## src/rtl/alarm_ctrl_nzone.sv

```systemverilog
// alarm_ctrl_nzone
// Multi-zone vehicle alarm controller with an integrated 1 Hz delay timer.
// The controller arms itself after the driver leaves and the doors close.
// Once armed, an opened zone starts an entry delay. When the delay expires
// the siren sounds. The siren is held for a while after all zones close,
// and the zones that tripped are latched.
//
// Ports:
//   clock, reset       system clock; asynchronous active-high reset
//   ignition           ignition on (disarms, forces OFF)
//   doors[N_DOORS]     1 = door/zone open (synchronous, debounced)
//   zone_mask[N_DOORS] 1 = zone may trigger the alarm
//   one_hz_enable      one-cycle pulse per second, timer/blink tick
//   reprogram          force the armed (SET) state
//   status             status LED
//   enable_siren       siren drive
//   state              main state code (SET=0 OFF=1 TRIGGER=2 ON=3 STOP_ALARM=4)
//   arm_state          arming state code
//   trip_zone          zones that caused or joined the current alarm
//   trip_count         saturating count of TRIGGER->ON events
//   timer_value        current delay timer count
module alarm_ctrl_nzone #(
  parameter int N_DOORS    = 4,
  parameter int DRIVER_IDX = 0,
  parameter int T_ARM      = 6,
  parameter int T_DRIVER   = 8,
  parameter int T_PASS     = 15,
  parameter int T_ALARM_ON = 10,
  parameter int TW         = 5
) (
  input  logic               clock,
  input  logic               reset,
  input  logic               ignition,
  input  logic [N_DOORS-1:0] doors,
  input  logic [N_DOORS-1:0] zone_mask,
  input  logic               one_hz_enable,
  input  logic               reprogram,
  output logic               status,
  output logic               enable_siren,
  output logic [2:0]         state,
  output logic [1:0]         arm_state,
  output logic [N_DOORS-1:0] trip_zone,
  output logic [3:0]         trip_count,
  output logic [TW-1:0]      timer_value
);

  typedef enum logic [2:0] {
    S_SET        = 3'd0,
    S_OFF        = 3'd1,
    S_TRIGGER    = 3'd2,
    S_ON         = 3'd3,
    S_STOP_ALARM = 3'd4
  } main_state_t;

  typedef enum logic [1:0] {
    A_WAIT_IGNITION_OFF = 2'd0,
    A_WAIT_DOOR_OPEN    = 2'd1,
    A_WAIT_DOOR_CLOSE   = 2'd2,
    A_START_ARM_DELAY   = 2'd3
  } arm_state_t;

  localparam logic [TW-1:0] TIMER_ONE  = TW'(1);
  localparam logic [TW-1:0] LOAD_ARM   = TW'(T_ARM);
  localparam logic [TW-1:0] LOAD_DRV   = TW'(T_DRIVER);
  localparam logic [TW-1:0] LOAD_PASS  = TW'(T_PASS);
  localparam logic [TW-1:0] LOAD_ALARM = TW'(T_ALARM_ON);

  main_state_t        state_q, state_d;
  arm_state_t         arm_q, arm_d;
  logic [TW-1:0]      timer_q, timer_d;
  logic               running_q, running_d;
  logic               blink_q, blink_d;
  logic [N_DOORS-1:0] trip_zone_q, trip_zone_d;
  logic [3:0]         trip_count_q, trip_count_d;

  logic [N_DOORS-1:0] act;
  logic               drv;
  logic               expired;
  logic               arm_restart;

  assign act     = doors & zone_mask;
  assign drv     = doors[DRIVER_IDX];
  assign expired = running_q && one_hz_enable && (timer_q == TIMER_ONE);

  always_ff @(posedge clock or posedge reset) begin
    if (reset) begin
      state_q      <= S_SET;
      arm_q        <= A_WAIT_IGNITION_OFF;
      timer_q      <= '0;
      running_q    <= 1'b0;
      blink_q      <= 1'b0;
      trip_zone_q  <= '0;
      trip_count_q <= '0;
    end else begin
      state_q      <= state_d;
      arm_q        <= arm_d;
      timer_q      <= timer_d;
      running_q    <= running_d;
      blink_q      <= blink_d;
      trip_zone_q  <= trip_zone_d;
      trip_count_q <= trip_count_d;
    end
  end

  // Main state machine
  always_comb begin
    state_d = state_q;
    if (reprogram) begin
      state_d = S_SET;
    end else if (ignition) begin
      state_d = S_OFF;
    end else begin
      case (state_q)
        S_SET:        if (|act) state_d = S_TRIGGER;
        S_OFF:        if (expired && arm_q == A_START_ARM_DELAY) state_d = S_SET;
        S_TRIGGER:    if (expired) state_d = S_ON;
        S_ON:         if (act == '0) state_d = S_STOP_ALARM;
        S_STOP_ALARM: begin
          // Expiry wins over a door reopening on the same tick.
          if (expired)   state_d = S_SET;
          else if (|act) state_d = S_ON;
        end
        default:      state_d = S_SET;
      endcase
    end
  end

  // Arming state machine; runs regardless of the main state
  always_comb begin
    arm_d = arm_q;
    if (ignition) begin
      arm_d = A_WAIT_IGNITION_OFF;
    end else begin
      case (arm_q)
        A_WAIT_IGNITION_OFF: arm_d = A_WAIT_DOOR_OPEN;
        A_WAIT_DOOR_OPEN:    if (drv) arm_d = A_WAIT_DOOR_CLOSE;
        A_WAIT_DOOR_CLOSE:   if (doors == '0) arm_d = A_START_ARM_DELAY;
        A_START_ARM_DELAY:   if (|doors) arm_d = A_WAIT_DOOR_CLOSE;
        default:             arm_d = A_WAIT_IGNITION_OFF;
      endcase
    end
  end

  // Re-closing the doors while disarmed restarts the arm delay from the top.
  assign arm_restart = (state_q == S_OFF) && (arm_q == A_WAIT_DOOR_CLOSE) &&
                       (arm_d == A_START_ARM_DELAY);

  // Delay timer: loads and clears take precedence over the tick decrement
  always_comb begin
    timer_d   = timer_q;
    running_d = running_q;
    if (reprogram || ignition) begin
      timer_d   = '0;
      running_d = 1'b0;
    end else if (state_q == S_SET && state_d == S_TRIGGER) begin
      timer_d   = act[DRIVER_IDX] ? LOAD_DRV : LOAD_PASS;
      running_d = 1'b1;
    end else if (state_q == S_ON && state_d == S_STOP_ALARM) begin
      timer_d   = LOAD_ALARM;
      running_d = 1'b1;
    end else if (arm_restart) begin
      timer_d   = LOAD_ARM;
      running_d = 1'b1;
    end else if (state_d == S_ON &&
                 (state_q == S_TRIGGER || state_q == S_STOP_ALARM)) begin
      timer_d   = '0;
      running_d = 1'b0;
    end else if (running_q && one_hz_enable) begin
      timer_d = timer_q - TIMER_ONE;
      if (timer_q == TIMER_ONE) running_d = 1'b0;
    end
  end

  // Trip bookkeeping and status blink
  always_comb begin
    trip_zone_d  = trip_zone_q;
    trip_count_d = trip_count_q;
    blink_d      = (state_q == S_SET) ? (blink_q ^ one_hz_enable) : 1'b0;
    if (reprogram) begin
      trip_zone_d = '0;
    end else if (ignition) begin
      trip_zone_d  = '0;
      trip_count_d = '0;
    end else begin
      case (state_q)
        S_SET: if (state_d == S_TRIGGER) trip_zone_d = act;
        S_TRIGGER, S_ON, S_STOP_ALARM: trip_zone_d = trip_zone_q | act;
        default: ;
      endcase
      if (state_q == S_TRIGGER && state_d == S_ON && trip_count_q != 4'hF)
        trip_count_d = trip_count_q + 4'd1;
    end
  end

  // Output decode from registered state
  always_comb begin
    status = 1'b0;
    case (state_q)
      S_SET:                         status = blink_q;
      S_TRIGGER, S_ON, S_STOP_ALARM: status = 1'b1;
      default:                       status = 1'b0;
    endcase
  end

  assign enable_siren = (state_q == S_ON) || (state_q == S_STOP_ALARM);
  assign state        = state_q;
  assign arm_state    = arm_q;
  assign trip_zone    = trip_zone_q;
  assign trip_count   = trip_count_q;
  assign timer_value  = timer_q;

endmodule

```

## config.mk

```make
export PLATFORM = sky130hd
export DESIGN_NAME = alarm_ctrl_nzone
export DESIGN_NICKNAME = d
export VERILOG_FILES = /design/src/rtl/alarm_ctrl_nzone.sv
export SDC_FILE = /design/constraint.sdc
export NUM_CORES = 1
export LEC_CHECK = 0
export CAP_MARGIN = 40
export CORE_ASPECT_RATIO = 0.5
export CORE_MARGIN = 3
export CORE_UTILIZATION = 30
export DETAILED_ROUTE_END_ITERATION = 6
export PLACE_DENSITY_LB_ADDON = 0.05
export SYNTH_ARGS = -nofsm -noshare
export SYNTH_HDL_FRONTEND = slang
export SYNTH_SLANG_ARGS = --single-unit
```

## constraint.sdc

```tcl
create_clock -name clock -period 2.3 [get_ports clock]
set_input_delay 0.575 -clock clock [delete_from_list [all_inputs] [get_ports clock]]
set_output_delay 0.575 -clock clock [all_outputs]
set_load 0.03 [all_outputs]
```

# [Yosys cells after proc, flatten, opt, wreduce, memory -nomap -nowiden]
# Index checks and enable logic that the tools add are counted.
[word_totals] ff_bits=20 word_cells=90
[op_classes] addsub=2 n_eq_ne=14 n_mux=36 bitwise_logic=4 n_reduce_logical=27
[op_table] operator="$mux W5" n=6
[op_table] operator="$mux W3" n=9
[op_table] operator="$mux W4" n=5
[op_table] operator="$pmux W3 S5" n=1
[op_table] operator="$eq A3 B2 Y1 const B" n=4
[op_table] operator="$reduce_bool A6 Y1" n=2
[op_table] operator="$logic_and A1 B1 Y1" n=10
[op_table] operator="$logic_not A4 Y1" n=2
[op_table] operator="$mux W1" n=8
[op_table] operator="$mux W2" n=4
[op_table] operator="$pmux W2 S4" n=1
[op_table] operator="$pmux W4 S2" n=1
[op_table] operator="$reduce_or A4 Y1" n=2
[op_table] operator="$eq A2 B2 Y1 const B" n=3
[op_table] operator="$eq A3 B3 Y1 const B" n=2
[op_table] operator="$reduce_and A2 Y1" n=3
[op_table] operator="$eq A5 B1 Y1 const B" n=1
[op_table] operator="$sub A5 B1 Y5 const B" n=1
[op_table] operator="$add A4 B1 Y4 const B" n=1
[op_table] operator="$and A4 B4 Y4" n=1
[op_table] operator="$ne A4 B3 Y1 const B" n=1
[op_table] operator="$ne A4 B4 Y1 const B" n=1
[op_table] operator="$or A4 B4 Y4" n=1
[op_table] operator="$reduce_bool A4 Y1" n=1
[op_table] operator="other kinds (10)" n=12

# [Depth between registers and ports, before layout]
# Gate-level depths: netlist of the first run.
[logic_depth] depth_word=14 mapped_depth=10 mapped_depth_nobuf=9

# [Worst setup path after synthesis of the first run]
# Ideal clock, no wire load.
[synth_timing] path_kind="reg-to-reg" startpoint="register timer_q[1] (netlist: timer_value[1])" endpoint="register timer_q[2] (netlist: timer_value[2])" setup_time_ps=80 t_arrival_ps=2254 required_time_ps=2220 slack_ps=-34 path_stages_with_launch=10 n_path_buf=0 cell_sequence="dfrtp_1 > inv_1 > ha_1 > nor4b_4 > nand2_1 > nand3_1 > a311oi_2 > a211oi_4 > a211o_1 > o22ai_2"
[synth_between] elab_chain_len=14 word_cells_on_any_way=23 classes_between="add/sub (1); eq/ne (4); mux (12); reduce/logical (6)"
[synth_lines] item="start, declared" line_no="70" source="logic [TW-1:0] timer_q, timer_d;"
[synth_lines] item="start signal, assigned" line_no="97" source="timer_q <= timer_d;"
[synth_lines] item="$eq A5 B1 Y1" line_no="83" source="assign expired = running_q && one_hz_enable && (timer_q == TIMER_ONE);"
[synth_lines] item="$logic_and A1 B1 Y1" line_no="83"
[synth_lines] item="$logic_and A1 B1 Y1" line_no="115" source="S_OFF: if (expired && arm_q == A_START_ARM_DELAY) state_d = S_SET;"
[synth_lines] item="$mux W3" line_no="115"
[synth_lines] item="$pmux W3 S5" line_no="113" source="case (state_q)"
[synth_lines] item="$mux W3" line_no="110" source="end else if (ignition) begin"
[synth_lines] item="$mux W3" line_no="108" source="if (reprogram) begin"
[synth_lines] item="$eq A3 B2 Y1" line_no="164" source="end else if (state_d == S_ON &&"
[synth_lines] item="$logic_and A1 B1 Y1" line_no="164"
[synth_lines] item="$mux W5" line_no="164"
[synth_lines] item="$mux W5" line_no="161" source="end else if (arm_restart) begin"
[synth_lines] item="$mux W5" line_no="158" source="end else if (state_q == S_ON && state_d == S_STOP_ALARM) begin"
[synth_lines] item="$mux W5" line_no="155" source="end else if (state_q == S_SET && state_d == S_TRIGGER) begin"
[synth_lines] item="$mux W5" line_no="152" source="if (reprogram || ignition) begin"
# Parallel ways exist; a longest one is shown, timed or not. The select of a mux whose other input is x is not followed.
# A chain may end at the register's enable or synchronous reset.

# [Final worst setup path of the first run]
[layout_timing] startpoint="register timer_q[1] (netlist: timer_value[1])" endpoint="register trip_zone_q[3] (netlist: trip_zone[3])"
[layout_between] elab_chain_len=10 word_cells_on_any_way=12 classes_between="eq/ne (3); mux (6); reduce/logical (3)"
[layout_lines] item="$eq A5 B1 Y1 *" line_no="83"
[layout_lines] item="$logic_and A1 B1 Y1 *" line_no="83"
[layout_lines] item="$logic_and A1 B1 Y1" line_no="115"
[layout_lines] item="$mux W3" line_no="115"
[layout_lines] item="$pmux W3 S5 *" line_no="113"
[layout_lines] item="$mux W3 *" line_no="110"
[layout_lines] item="$mux W3 *" line_no="108"
[layout_lines] item="$eq A3 B2 Y1 *" line_no="186" source="S_SET: if (state_d == S_TRIGGER) trip_zone_d = act;"
[layout_lines] item="$ne A4 B3 Y1 (no source line) *"
[layout_lines] item="$reduce_and A2 Y1 (no source line) *"
[layout_lines] item="end signal, assigned" line_no="100" source="trip_zone_q <= trip_zone_d;"
[layout_lines] item="end, declared" line_no="73" source="logic [N_DOORS-1:0] trip_zone_q, trip_zone_d;"
# Mark *: on every way between the ends. The rest lies on a longest branch, timed or not.

==> results of run 1 <==
-- how the worst max path moves through the flow --
stage / cells after the start / to / startpoint / slack [ns]
global route: 10 / timer_value[2]$_DFFE_PP0P_ / timer_value[1]$_DFFE_PP0P_ / -0.10
detailed placement: 9 / trip_count[1]$_DFFE_PP0P_ / one_hz_enable / -0.39
finish: 10 / trip_zone[3]$_DFFE_PP0P_ / timer_value[1]$_DFFE_PP0P_ / -0.01
floorplan: 9 / timer_value[2]$_DFFE_PP0P_ / timer_value[1]$_DFFE_PP0P_ / 0.03
CTS: 11 / timer_value[1]$_DFFE_PP0P_ / timer_value[1]$_DFFE_PP0P_ / 0.007
global placement: 7 / trip_zone[2]$_DFFE_PP0P_ / ignition / -0.37
-- per-layer routing --
metal / global-route usage, % / vias up / part of all wire, %
li1: - / 671 / -
met1: 23.7 / 621 / 52
met2: 26.4 / 28 / 44
met3: 3.35 / 5 / 4.1
met4: 2.04 / 0 / 0.35
met5: 0 / - / 0
-- synthesized netlist by cell type (2+ instances only) --
cell type	n
sky130_fd_sc_hd__a211oi_1	2
sky130_fd_sc_hd__a21oi_1	5
sky130_fd_sc_hd__a22oi_1	3
sky130_fd_sc_hd__a31oi_1	2
sky130_fd_sc_hd__a32oi_1	4
sky130_fd_sc_hd__and3_1	2
sky130_fd_sc_hd__buf_6	4
sky130_fd_sc_hd__dfrtp_1	20
sky130_fd_sc_hd__ha_1	3
sky130_fd_sc_hd__inv_1	7
sky130_fd_sc_hd__mux2i_1	2
sky130_fd_sc_hd__nand2_1	15
sky130_fd_sc_hd__nand3_1	6
sky130_fd_sc_hd__nand4_1	3
sky130_fd_sc_hd__nor2_1	15
sky130_fd_sc_hd__nor3_1	2
sky130_fd_sc_hd__nor4_1	3
sky130_fd_sc_hd__nor4b_1	2
sky130_fd_sc_hd__o21ai_0	5
sky130_fd_sc_hd__o22ai_2	2
sky130_fd_sc_hd__xnor2_1	3
-- timing repair --
action | in CTS | in global routing
setup buffers | 5 | 3
hold endpoints to repair | 0 | 0
setup endpoints to repair | 15 | 13
pin swaps | 13 | 11
gates resized for setup | 25 | 24
-- power groups by stage --
stage               clock (mW)  combinational (mW)  sequential [mW]
finish                   0.235               0.289            0.375
floorplan                    0               0.108            0.400
CTS                      0.244               0.273            0.375
global route             0.259               0.312            0.377
detailed placement           0               0.255            0.381
global placement             0               0.255            0.381
-- area by class of cell --
type                    instances  area share, %
multi-input cells             102           37.5
repair buffers                 88           34.3
flip-flops and latches         20           22.2
well taps                      54           3.00
clock buffers                   3           1.83
inverters                       7           1.16
-- tightest hold or removal path, delay by kind of cell (launching register included) --
kind | cells | cell delay (ns)
simple gates | 1 | 0.08
flops | 1 | 0.35
compound gates | 1 | 0.06
-- metrics by stage --
step	hold slack (ns)	total power [mW]	worst slack, ns	area [um2]
after floorplan	0.520	0.508	0.0321	1290
after global placement	0.508	0.636	-0.371	2000
after detailed placement	0.517	0.636	-0.387	2000
after CTS	0.532	0.892	0.00657	2160
after global routing	0.558	0.948	-0.102	2260
final	0.526	0.900	-0.0112	2260
-- cell families after synthesis --
| group | count (synthesis) | synth area share, % |
|---|---|---|
| AND/OR/NAND/NOR | 61 | 26.9 |
| adder cells (fa/ha/maj) | 3 | 2.94 |
| AO/OA/AOI/OAI | 32 | 20.8 |
| XOR/XNOR | 4 | 2.74 |
| buffers and inverters | 12 | 5.87 |
| flip-flops | 20 | 39.1 |
| multiplexers | 2 | 1.57 |
-- sequential cells by signal, summed over array words and instances, names as in the netlist --
register     cells
trip_count       4
trip_zone        4
state            3
running_q        1
arm_state        2
blink_q          1
timer_value      5
==> reports/results.md, run 1 <==
| Group | Quantity | Value |
|:---|:---|:---|
| pwr | P_leak | 1.05 nW |
| clocking | Clock latency on the worst-skew pair | 0.26 ns |
| global route | Pin count of the biggest net entering global routing | 21 |
| pwr | Pwr dens | 399 mW/mm2 |
| route | Remaining antenna violation count | 0 |
| pwr | Share of power burned in combinational logic | 32.2% |
| pwr | Switching part of the total | 30.9% |
| synthesis | Number of flops mapped to enable cells by yosys | 0 |
| placement | Total instance count after detailed placement | 264 |
| final layout | Most common cell after layout, fill and taps aside | sky130_fd_sc_hd__buf_4 |
| clocking | Buffer depth of the longest clock path | 2 |
| setup path | CP startpoint kind | flop |
| floorplan | Overall die height | 52.2 um |
| outcome | Outcome | finished, violations left |
| worst hold path | Hold Path End | trip_zone[2]$_DFFE_PP0P_ |
| setup path | Crit end category | flop |
| synthesis | Post-synthesis instance area | 0.00128 mm2 |
| setup path | Critical-path cell with the highest stage delay | sky130_fd_sc_hd__or4_4 |
| timing | Endpoints failing hold | 0 |
| setup path | Largest fanout on the critical path | 4 |
| timing | Shortest period the worst path allows | 2.31 ns |
| route | Remaining design rule violation count | 0 |
| placement | Quantity of I/O buffers inserted on ports | 32 |
| final layout | Area growth, synth to finish | 76.4% |
| synthesis | Post-synth top area share | 39.1% |
| setup path | Required arrival time at the worst endpoint | 2.45 ns |
| global route | Global-route usage over all layers | 16.5% |
| placement | Weighted congestion reported at the end of routability-driven placement | 0.872 |
| setup path | Arrival time at the worst endpoint | 2.46 ns |
| clocking | Total clock buffers created by CTS | 3 |
| route | Initial DRT Pass Iterations | 4 |
| pwr | Total net switching power | 0.278 mW |
| final layout | Area of combinational cells with multiple inputs | 847 um2 |
| timing | Worst slew margin | 69.0% |
| synthesis | Synth Flop Type | sky130_fd_sc_hd__dfrtp_1 |
| pwr | Flop pwr share | 41.7% |
| floorplan | Number of top-level pins | 33 |
| global route | Leftover overflow at the end of global routing | 0 |
| outcome | Failing checks | setup timing |
| timing | Final setup slack of the worst path | -0.0112 ns |
| synthesis | Avg Inst Size Synth | 9.54 um2 |
| setup path | Crit-path cells | inv_2, ha_4, nor4b_4, buf_4, a41o_1, nand2_2, or4_4, buf_6, a32oi_2, nor2_1 |
| synthesis | Unique cell type count in the Yosys netlist | 45 |
| timing | Tightest Pin Transition | 0.462 ns |
| synthesis | Number of flip-flops and latches in the synthesized netlist | 20 |
| route | Number of design-rule violations left by the first detailed-router iteration | 50 |
| synthesis | Cell taking the most area after synthesis | sky130_fd_sc_hd__dfrtp_1 |
| floorplan | Number of rows created at floorplan | 16 |
| pwr | Internal power | 0.622 mW |
| setup path | Slowest cell delay on critical path | 0.47 ns |
| floorplan | Full die area | 0.00513 mm2 |
| clocking | Sinks on Clock Net | 20 |
| setup path | Top delay family on crit path | simple AND/OR/NAND/NOR gates |
| setup path | Worst Path Buf+Inv | 3 |
| synthesis | Biggest area contributors in the synthesized netlist | sky130_fd_sc_hd__dfrtp_1 39%, sky130_fd_sc_hd__nand2_1 4.4%, sky130_fd_sc_hd__nor2_1 4.4%, sky130_fd_sc_hd__buf_6 3.5%, sky130_fd_sc_hd__ha_1 2.9% |
| clocking | Number of buffers inserted by hold repair at cts | 0 |
| synthesis | Syn Nets | 150 |
| floorplan | Floorplan Core Area | 0.00400 mm2 |
| worst hold path | Hold path start | trip_zone[2]$_DFFE_PP0P_ |
| pwr | Clock Power Share | 26.1% |
| synthesis | Async S/R FF share, synth | 100% |
| synthesis | Synth Warn # | 0 |
| clocking | Number of H-tree levels | 1 |
| setup path | Type of the worst setup path | flop to flop |
| route | WL/cell | 14.7 um |
| job | Max-cap violation count | 0 |
| floorplan | Starting density of the core | 31.9% |
| timing | Max Fclk | 433 MHz |
| setup path | Launch point of the worst reg-to-reg path | timer_value[1]$_DFFE_PP0P_ |
| synthesis | Sequential-to-total area share from yosys stat | 39.1% |
| synthesis | Instance count of the mapped netlist | 134 |
| timing | Final setup violation count | 3 |
| timing | Setup_tns | -0.0122 ns |
| setup path | Reg2reg path depth | 10 |
| timing | Worst clock skew | 0.00109 ns |
| clocking | Clk pin slew, worst setup/hold paths | 0.07 ns |
| placement | Sum of net half-perimeters after detailed placement | 2940 um |
| global route | Number of global-route vias before repair | 1,295 |
| floorplan | Overall die width | 98.3 um |
| final layout | Layout Cells excl Fill | 274 |
| route | Overall routed net length | 4020 um |
| setup path | Endpoint of the worst register-to-register path | trip_zone[3]$_DFFE_PP0P_ |
| global route | First-pass GRT wire length | 6600 um |
| worst hold path | Hold WC Path Type | flop to flop |
| final layout | Share of final-layout standard cells stronger than drive strength 1 | 42.3% |
| global route | Number of antenna violations at the first check in global routing | 0 |
| pwr | Peak supply drop | 0.000178 V |
| timing | Final-report max-slew violation count | 0 |
| final layout | Utilization of the core after routing | 56.3% |
| final layout | Antenna cells | 0 |
| final layout | Top library cells by usage in the layout, fill and taps aside | 51 x sky130_fd_sc_hd__buf_4, 22 x sky130_fd_sc_hd__clkdlybuf4s50_1, 20 x sky130_fd_sc_hd__dfrtp_1, 15 x sky130_fd_sc_hd__nor2_1, 9 x sky130_fd_sc_hd__nand2_1 |
| final layout | Post-layout net count | 238 |
| clocking | CTS tree | done |
| route | Average via count per standard cell | 4.84 |
| final layout | Fill count | 370 |
| route | Vias after detailed routing | 1,325 |
| clocking | Clock root buffer | sky130_fd_sc_hd__clkbuf_8 |
| timing | Period utilisation layout | 100% |
| final layout | Footprint of the flip-flops and latches | 500 um2 |
| setup path | R2r setup slk | -0.01 ns |
| worst hold path | Number of cells on the worst hold path | 2 |
| timing | Setup repair after global routing missed its margin | yes |
(Power assumes the default switching activity.)
==> inputs of run 2 (changes only) <==
--- a/config.mk
+++ b/config.mk
@@ -11,6 +11,7 @@
 export CORE_UTILIZATION = 30
 export DETAILED_ROUTE_END_ITERATION = 6
 export PLACE_DENSITY_LB_ADDON = 0.05
+export SLEW_MARGIN = 10
 export SYNTH_ARGS = -nofsm -noshare
 export SYNTH_HDL_FRONTEND = slang
 export SYNTH_SLANG_ARGS = --single-unit
==> constraint.sdc (replaced) <==
create_clock -name clock -period 2.3 [get_ports clock]
set_input_delay 0.575 -clock clock [delete_from_list [all_inputs] [get_ports clock]]
set_output_delay 0.575 -clock clock [all_outputs]
set_load 0.1 [all_outputs]
==> reports/results.md, run 2 (same netlist as run 1, synthesis figures left out) <==
| Group | Quantity | Value | Change |
|:---|:---|:---|:---|
| outcome | Outcome | finished, violations left | unchanged |
| outcome | Failing checks | setup timing | unchanged |
| global route | Number of antenna violations at the first check in global routing | 0 | unchanged |
| pwr | Peak supply drop | 0.000194 V | was 0.000178 V |
| final layout | Post-layout net count | 228 | was 238 |
| floorplan | Full die area | 0.00513 mm2 | unchanged |
| job | Max-cap violation count | 0 | unchanged |
| final layout | Top library cells by usage in the layout, fill and taps aside | 59 x sky130_fd_sc_hd__buf_4, 14 x sky130_fd_sc_hd__nor2_1, 12 x sky130_fd_sc_hd__dfrtp_1, 12 x sky130_fd_sc_hd__clkdlybuf4s50_1, 11 x sky130_fd_sc_hd__nand2_1 | was 51 x sky130_fd_sc_hd__buf_4, 22 x sky130_fd_sc_hd__clkdlybuf4s50_1, 20 x sky130_fd_sc_hd__dfrtp_1, 15 x sky130_fd_sc_hd__nor2_1, 9 x sky130_fd_sc_hd__nand2_1 |
| setup path | Arrival time at the worst endpoint | 2.53 ns | was 2.46 ns |
| placement | Weighted congestion reported at the end of routability-driven placement | 0.907 | was 0.872 |
| floorplan | Starting density of the core | 31.9% | unchanged |
| setup path | CP startpoint kind | flop | unchanged |
| setup path | Critical Path Source | timer_value[1]$_DFFE_PP0P_ | unchanged |
| final layout | Share of final-layout standard cells stronger than drive strength 1 | 50.7% | was 42.3% |
| timing | Final setup slack of the worst path | -0.0399 ns | was -0.0112 ns |
| worst hold path | Number of cells on the worst hold path | 1 | was 2 |
| global route | Pin count of the biggest net entering global routing | 21 | unchanged |
| timing | Setup repair after global routing missed its margin | yes | unchanged |
| setup path | Worst Path Buf+Inv | 2 | was 3 |
| route | Average via count per standard cell | 4.82 | was 4.84 |
| setup path | Worst setup path endpoint | timer_value[1]$_DFFE_PP0P_ | was trip_zone[3]$_DFFE_PP0P_ |
| placement | Sum of net half-perimeters after detailed placement | 3000 um | was 2940 um |
| timing | Tightest Pin Transition | 0.347 ns | was 0.462 ns |
| timing | Worst slew margin | 76.5% | was 69.0% |
| route | Detailed-routed wire length on met3 | 181 um | was 163 um |
| setup path | Required arrival time at the worst endpoint | 2.49 ns | was 2.45 ns |
| global route | Number of global-route vias before repair | 1,210 | was 1,295 |
| clocking | Total clock buffers created by CTS | 3 | unchanged |
| timing | Final-report max-slew violation count | 0 | unchanged |
| final layout | Area of all placed cells without fillers | 0.00215 mm2 | was 0.00226 mm2 |
| clocking | Buffer depth of the longest clock path | 2 | unchanged |
| route | Total routed wire length on the met1 layer | 1950 um | was 2080 um |
| clocking | CTS tree | done | unchanged |
| route | Overall routed net length | 3770 um | was 4020 um |
| route | Number of design-rule violations left by the first detailed-router iteration | 34 | was 50 |
| floorplan | Floorplan Core Area | 0.00400 mm2 | unchanged |
| final layout | Area growth, synth to finish | 68.2% | was 76.4% |
| final layout | Antenna cells | 0 | unchanged |
| setup path | Type of the worst setup path | flop to flop | unchanged |
| floorplan | Number of top-level pins | 33 | unchanged |
| clocking | Clock latency on the worst-skew pair | 0.27 ns | was 0.26 ns |
| setup path | Largest fanout on the critical path | 5 | was 4 |
| clocking | Clk pin slew, worst setup/hold paths | 0.08 ns | was 0.07 ns |
| clocking | Number of buffers inserted by hold repair at cts | 0 | unchanged |
| pwr | Final total power | 1.09 mW | was 0.900 mW |
| pwr | Pwr dens | 506 mW/mm2 | was 399 mW/mm2 |
| placement | Cell area reported after detailed placement | 0.00196 mm2 | was 0.00200 mm2 |
| route | WL/cell | 14.2 um | was 14.7 um |
| final layout | Most common cell after layout, fill and taps aside | sky130_fd_sc_hd__buf_4 | unchanged |
| setup path | Reg2reg path depth | 10 | unchanged |
| setup path | Cell depth of the worst setup path | 10 | unchanged |
| pwr | P_leak | 0.962 nW | was 1.05 nW |
| timing | Worst clock skew | 0.00636 ns | was 0.00109 ns |
| setup path | Launch point of the worst reg-to-reg path | timer_value[1]$_DFFE_PP0P_ | unchanged |
| timing | Shortest period the worst path allows | 2.34 ns | was 2.31 ns |
| timing | Endpoints failing hold | 0 | unchanged |
| setup path | Top delay family on crit path | compound AO/OA/AOI/OAI gates | was simple AND/OR/NAND/NOR gates |
| clocking | Clock root buffer | sky130_fd_sc_hd__clkbuf_8 | unchanged |
| setup path | R2r setup slk | -0.04 ns | was -0.01 ns |
| timing | Final setup violation count | 2 | was 3 |
| final layout | Fill count | 364 | was 370 |
| global route | First-pass GRT wire length | 5830 um | was 6600 um |
| route | Initial DRT Pass Iterations | 4 | unchanged |
| floorplan | Overall die width | 98.3 um | unchanged |
| global route | Global-route usage over all layers | 14.8% | was 16.5% |
| setup path | Critical-path cell with the highest stage delay | sky130_fd_sc_hd__dfrtp_4 | was sky130_fd_sc_hd__or4_4 |
| route | Top Layer Used | met4 | unchanged |
| setup path | Crit-path cells | inv_4, ha_4, nor4b_4, a41o_1, nand2_2, buf_6, nor4_4, a211oi_4, a211o_1, o22ai_2 | was inv_2, ha_4, nor4b_4, buf_4, a41o_1, nand2_2, or4_4, buf_6, a32oi_2, nor2_1 |
| final layout | Utilization of the core after routing | 53.7% | was 56.3% |
| route | Sum of met2 wire segment lengths after detailed routing | 1630 um | was 1760 um |
| floorplan | Number of rows created at floorplan | 16 | unchanged |
| route | Remaining design rule violation count | 0 | unchanged |
| setup path | Endpoint of the worst register-to-register path | timer_value[1]$_DFFE_PP0P_ | was trip_zone[3]$_DFFE_PP0P_ |
| final layout | Flip-flop count of the largest register, all copies and words added | 5 | unchanged |
| global route | Leftover overflow at the end of global routing | 0 | unchanged |
| timing | Period utilisation layout | 102% | was 100% |
| route | Vias after detailed routing | 1,278 | was 1,325 |
| placement | Quantity of I/O buffers inserted on ports | 32 | unchanged |
| setup path | Crit end category | flop | unchanged |
| clocking | Number of H-tree levels | 1 | unchanged |
| floorplan | Overall die height | 52.2 um | unchanged |
| clocking | Sinks on Clock Net | 20 | unchanged |
| setup path | Slowest cell delay on critical path | 0.49 ns | was 0.47 ns |
| worst hold path | Hold WC Path Type | flop to flop | unchanged |
| route | Remaining antenna violation count | 0 | unchanged |
| timing | Max Fclk | 427 MHz | was 433 MHz |
[run 2: how the worst min path moves through the flow]
stage                                          from                   endpoint  slack [ns]
after CTS                 trip_count[0]$_DFFE_PP0P_  trip_count[0]$_DFFE_PP0P_        0.53
final                     trip_count[0]$_DFFE_PP0P_  trip_count[0]$_DFFE_PP0P_        0.52
after floorplan                   blink_q$_DFF_PP0_          blink_q$_DFF_PP0_        0.52
after detailed placement  trip_count[0]$_DFFE_PP0P_  trip_count[0]$_DFFE_PP0P_        0.51
after global placement     trip_zone[1]$_DFFE_PP0P_   trip_zone[1]$_DFFE_PP0P_        0.51
after global routing      trip_count[0]$_DFFE_PP0P_  trip_count[0]$_DFFE_PP0P_        0.56
[run 2: power by group]
part,internal (mW),total [mW],switching [mW]
clock,0.233,0.365,0.132
sequential,0.366,0.378,0.0126
combinational,0.135,0.345,0.210
[run 2: per-stage QoR]
stage	TNS, ns	cells	hold slack [ns]	setup WS (ns)
finish	-0.0701	265	0.523	-0.0399
detailed placement	-3.98	259	0.514	-0.385
CTS	-0.152	265	0.529	-0.0442
global route	-0.765	265	0.557	-0.124
global placement	-3.58	259	0.507	-0.316
floorplan	-0.289	134	0.520	-0.0682
[run 2: layout make-up]
cell class	instances	area, um2	share of cell area, %
sequential	20	520	24.2
timing repair buffer	78	659	30.7
multi-input combinational	102	803	37.3
clock buffer	3	41.3	1.92
clock inverter	1	30.0	1.40
tap	54	67.6	3.14
inverter	7	28.8	1.34
[run 2: timing repair]
item,in CTS,in global routing
pin swaps,8,2
endpoints found under the setup margin,9,13
resized for setup,9,14
setup buffers,2,0
[run 2: worst register-to-register path, cell delays in order (launching register included)]
cell                       delay (ns)
sky130_fd_sc_hd__dfrtp_4         0.49
sky130_fd_sc_hd__inv_4           0.07
sky130_fd_sc_hd__ha_4            0.11
sky130_fd_sc_hd__nor4b_4         0.29
sky130_fd_sc_hd__a41o_1          0.25
sky130_fd_sc_hd__nand2_2         0.08
sky130_fd_sc_hd__buf_6           0.12
sky130_fd_sc_hd__nor4_4          0.30
sky130_fd_sc_hd__a211oi_4        0.10
sky130_fd_sc_hd__a211o_1         0.35
sky130_fd_sc_hd__o22ai_2         0.10
[run 2: per-layer routing]
metal	up-vias	global-route usage [%]
li1	652	-
met2	24	24.3
met3	2	4.55
met1	600	20.1
met5	-	0
met4	0	1.36
==> inputs of run 3 (changes only) <==
--- a/config.mk
+++ b/config.mk
@@ -11,7 +11,7 @@
 export CORE_UTILIZATION = 30
 export DETAILED_ROUTE_END_ITERATION = 6
 export PLACE_DENSITY_LB_ADDON = 0.05
-export SLEW_MARGIN = 10
+export RECOVER_POWER = 100
 export SYNTH_ARGS = -nofsm -noshare
 export SYNTH_HDL_FRONTEND = slang
 export SYNTH_SLANG_ARGS = --single-unit
==> reports/results.md, run 3 (same netlist as run 1, synthesis figures left out) <==
| Group | Quantity | Value | Change |
|:---|:---|:---|:---|
| pwr | Peak supply drop | 0.000194 V | about the same |
| worst hold path | Hold WC Path Type | flop to flop | unchanged |
| route | Vias after detailed routing | 1,272 | was 1,278 |
| worst hold path | Hold path start | trip_count[0]$_DFFE_PP0P_ | unchanged |
| setup path | Type of the worst setup path | flop to flop | unchanged |
| outcome | Failing checks | setup timing | unchanged |
| placement | Cell area reported after detailed placement | 0.00196 mm2 | unchanged |
| worst hold path | Hold Path End | trip_count[0]$_DFFE_PP0P_ | unchanged |
| floorplan | Full die area | 0.00513 mm2 | unchanged |
| floorplan | Starting density of the core | 31.9% | unchanged |
| global route | Global-route usage over all layers | 14.8% | unchanged |
| placement | Sum of net half-perimeters after detailed placement | 3000 um | unchanged |
| route | Overall routed net length | 3760 um | was 3770 um |
| final layout | Flip-flop count of the largest register, all copies and words added | 5 | unchanged |
| route | Initial DRT Pass Iterations | 4 | unchanged |
| pwr | Pwr dens | 511 mW/mm2 | was 506 mW/mm2 |
| timing | Worst slew margin | 24.2% | was 76.5% |
| timing | Worst clock skew | 0.00632 ns | was 0.00636 ns |
| clocking | Sinks on Clock Net | 20 | unchanged |
| final layout | Post-layout net count | 228 | unchanged |
| global route | Number of global-route vias before repair | 1,210 | unchanged |
| placement | Total instance count after detailed placement | 259 | unchanged |
| setup path | Endpoint of the worst register-to-register path | timer_value[1]$_DFFE_PP0P_ | unchanged |
| setup path | Crit-path cells | inv_4, ha_4, nor4b_4, a41o_1, nand2_2, buf_6, nor4_4, a211oi_4, a211o_1, o22ai_2 | unchanged |
| job | Max-cap violation count | 0 | unchanged |
| final layout | Top library cells by usage in the layout, fill and taps aside | 49 x sky130_fd_sc_hd__buf_4, 14 x sky130_fd_sc_hd__nor2_1, 12 x sky130_fd_sc_hd__dfrtp_1, 11 x sky130_fd_sc_hd__nand2_1, 11 x sky130_fd_sc_hd__clkdlybuf4s50_1 | was 59 x sky130_fd_sc_hd__buf_4, 14 x sky130_fd_sc_hd__nor2_1, 12 x sky130_fd_sc_hd__dfrtp_1, 12 x sky130_fd_sc_hd__clkdlybuf4s50_1, 11 x sky130_fd_sc_hd__nand2_1 |
| clocking | CTS tree | done | unchanged |
| timing | Period utilisation layout | 102% | about the same |
| global route | Leftover overflow at the end of global routing | 0 | unchanged |
| floorplan | Number of rows created at floorplan | 16 | unchanged |
| route | Number of design-rule violations left by the first detailed-router iteration | 44 | was 34 |
| timing | Final setup violation count | 2 | unchanged |
| timing | Setup_tns | -0.0783 ns | was -0.0701 ns |
| route | WL/cell | 14.2 um | about the same |
| floorplan | Number of top-level pins | 33 | unchanged |
| timing | Shortest period the worst path allows | 2.34 ns | about the same |
| placement | Weighted congestion reported at the end of routability-driven placement | 0.907 | unchanged |
| timing | Max Fclk | 427 MHz | about the same |
| clocking | Number of H-tree levels | 1 | unchanged |
| worst hold path | Number of cells on the worst hold path | 1 | unchanged |
| route | Remaining design rule violation count | 0 | unchanged |
| setup path | Slowest cell delay on critical path | 0.49 ns | about the same |
| timing | Final-report max-slew violation count | 0 | unchanged |
| setup path | Required arrival time at the worst endpoint | 2.49 ns | about the same |
| clocking | Clk pin slew, worst setup/hold paths | 0.08 ns | about the same |
| placement | Quantity of I/O buffers inserted on ports | 32 | unchanged |
| final layout | Most common cell after layout, fill and taps aside | sky130_fd_sc_hd__buf_4 | unchanged |
| global route | Pin count of the biggest net entering global routing | 21 | unchanged |
| clocking | Total clock buffers created by CTS | 3 | unchanged |
| setup path | Arrival time at the worst endpoint | 2.53 ns | about the same |
| setup path | Critical-path cell with the highest stage delay | sky130_fd_sc_hd__dfrtp_4 | unchanged |
| setup path | Reg2reg path depth | 10 | unchanged |
| final layout | Area of all placed cells without fillers | 0.00212 mm2 | was 0.00215 mm2 |
| timing | Tightest Pin Transition | 1.14 ns | was 0.347 ns |
| clocking | Buffer depth of the longest clock path | 2 | unchanged |
| global route | Number of antenna violations at the first check in global routing | 0 | unchanged |
| setup path | R2r setup slk | -0.04 ns | about the same |
| timing | Worst slack on hold paths | 0.520 ns | was 0.523 ns |
| floorplan | Overall die height | 52.2 um | unchanged |
| final layout | Area growth, synth to finish | 66.1% | was 68.2% |
| setup path | Crit end category | flop | unchanged |
| outcome | Outcome | finished, violations left | unchanged |
| floorplan | Floorplan Core Area | 0.00400 mm2 | unchanged |
| final layout | Share of final-layout standard cells stronger than drive strength 1 | 50.2% | was 50.7% |
| pwr | P_leak | 0.952 nW | was 0.962 nW |
| floorplan | Overall die width | 98.3 um | unchanged |
| timing | Final setup slack of the worst path | -0.0440 ns | was -0.0399 ns |
| clocking | Clock root buffer | sky130_fd_sc_hd__clkbuf_8 | unchanged |
| setup path | CP startpoint kind | flop | unchanged |
| route | Average via count per standard cell | 4.80 | was 4.82 |
| global route | First-pass GRT wire length | 5830 um | unchanged |
| timing | Endpoints failing hold | 0 | unchanged |
| timing | Setup repair after global routing missed its margin | yes | unchanged |
| setup path | Launch point of the worst reg-to-reg path | timer_value[1]$_DFFE_PP0P_ | unchanged |
| final layout | Layout Cells excl Fill | 265 | unchanged |
| setup path | Largest fanout on the critical path | 5 | unchanged |
| route | Remaining antenna violation count | 0 | unchanged |
| clocking | Clock latency on the worst-skew pair | 0.27 ns | about the same |
| final layout | Antenna cells | 0 | unchanged |
-- run 3: changes by cell type in the layout (fill, tap and decap cells not counted), sizes merged --
cell | previous run | this run
dlygate4sd3 | 0 | 1
clkdlybuf4s50 | 12 | 11
clkbuf | 3 | 13
buf | 66 | 56
-- run 3: area by class of cell --
type	instances	area, um2
clock buffer	3	41.3
multi-input combinational	102	803
sequential	20	520
inverter	7	28.8
tap	54	67.6
clock inverter	1	30.0
fill	372	1880
timing repair buffer	78	633
-- run 3: how the worst max path moves through the flow --
stage          cells after the start  slack, ns                          to                       start
3_5_place_dp                       9      -0.39  timer_value[2]$_DFFE_PP0P_                    doors[0]
4_1_cts                           10      -0.04  timer_value[1]$_DFFE_PP0P_  timer_value[1]$_DFFE_PP0P_
6_report                          10      -0.04  timer_value[1]$_DFFE_PP0P_  timer_value[1]$_DFFE_PP0P_
3_3_place_gp                       8      -0.32  timer_value[2]$_DFFE_PP0P_               one_hz_enable
5_1_grt                           10      -0.12  timer_value[1]$_DFFE_PP0P_  timer_value[1]$_DFFE_PP0P_
2_1_floorplan                      8      -0.07  timer_value[2]$_DFFE_PP0P_          state[2]$_DFF_PP0_
-- run 3: per-layer routing --
layer	global-route usage [%]	vias up	routed length (um)
met5	0	-	0
met4	1.36	0	10
met3	4.55	2	175
met2	24.3	24	1620
met1	20.1	595	1960
li1	-	651	-
-- run 3: what timing repair did --
action,4_1_cts,5_1_grt
setup endpoints to repair,9,13
pin swaps,8,2
buffers inserted,2,0
gates resized for setup,9,14
hold buffers,0,0
gates cloned,0,0
-- run 3: where the power goes --
group          switching [mW]  internal, mW  total (mW)
clock network           0.132         0.233       0.365
registers              0.0125         0.366       0.378
logic                   0.210         0.132       0.342
-- run 3: worst max-delay path, delay by kind of cell (launching register included) --
| kind | cells | cell delay (ns) |
|---|---|---|
| AO/OA/AOI/OAI | 4 | 0.80 |
| AND/OR/NAND/NOR | 3 | 0.68 |
| flip-flops | 1 | 0.49 |
| buffers and inverters | 2 | 0.19 |
| adder cells (fa/ha/maj) | 1 | 0.11 |
-- run 3: through the flow --
step	utilization (%)	setup slack [ns]	power [mW]
2_1_floorplan	-	-0.0682	0.583
3_3_place_gp	49.0	-0.316	0.714
3_5_place_dp	49.0	-0.385	0.714
4_1_cts	52.1	-0.0442	1.09
5_1_grt	53.1	-0.124	1.13
6_report	53.1	-0.0440	1.09
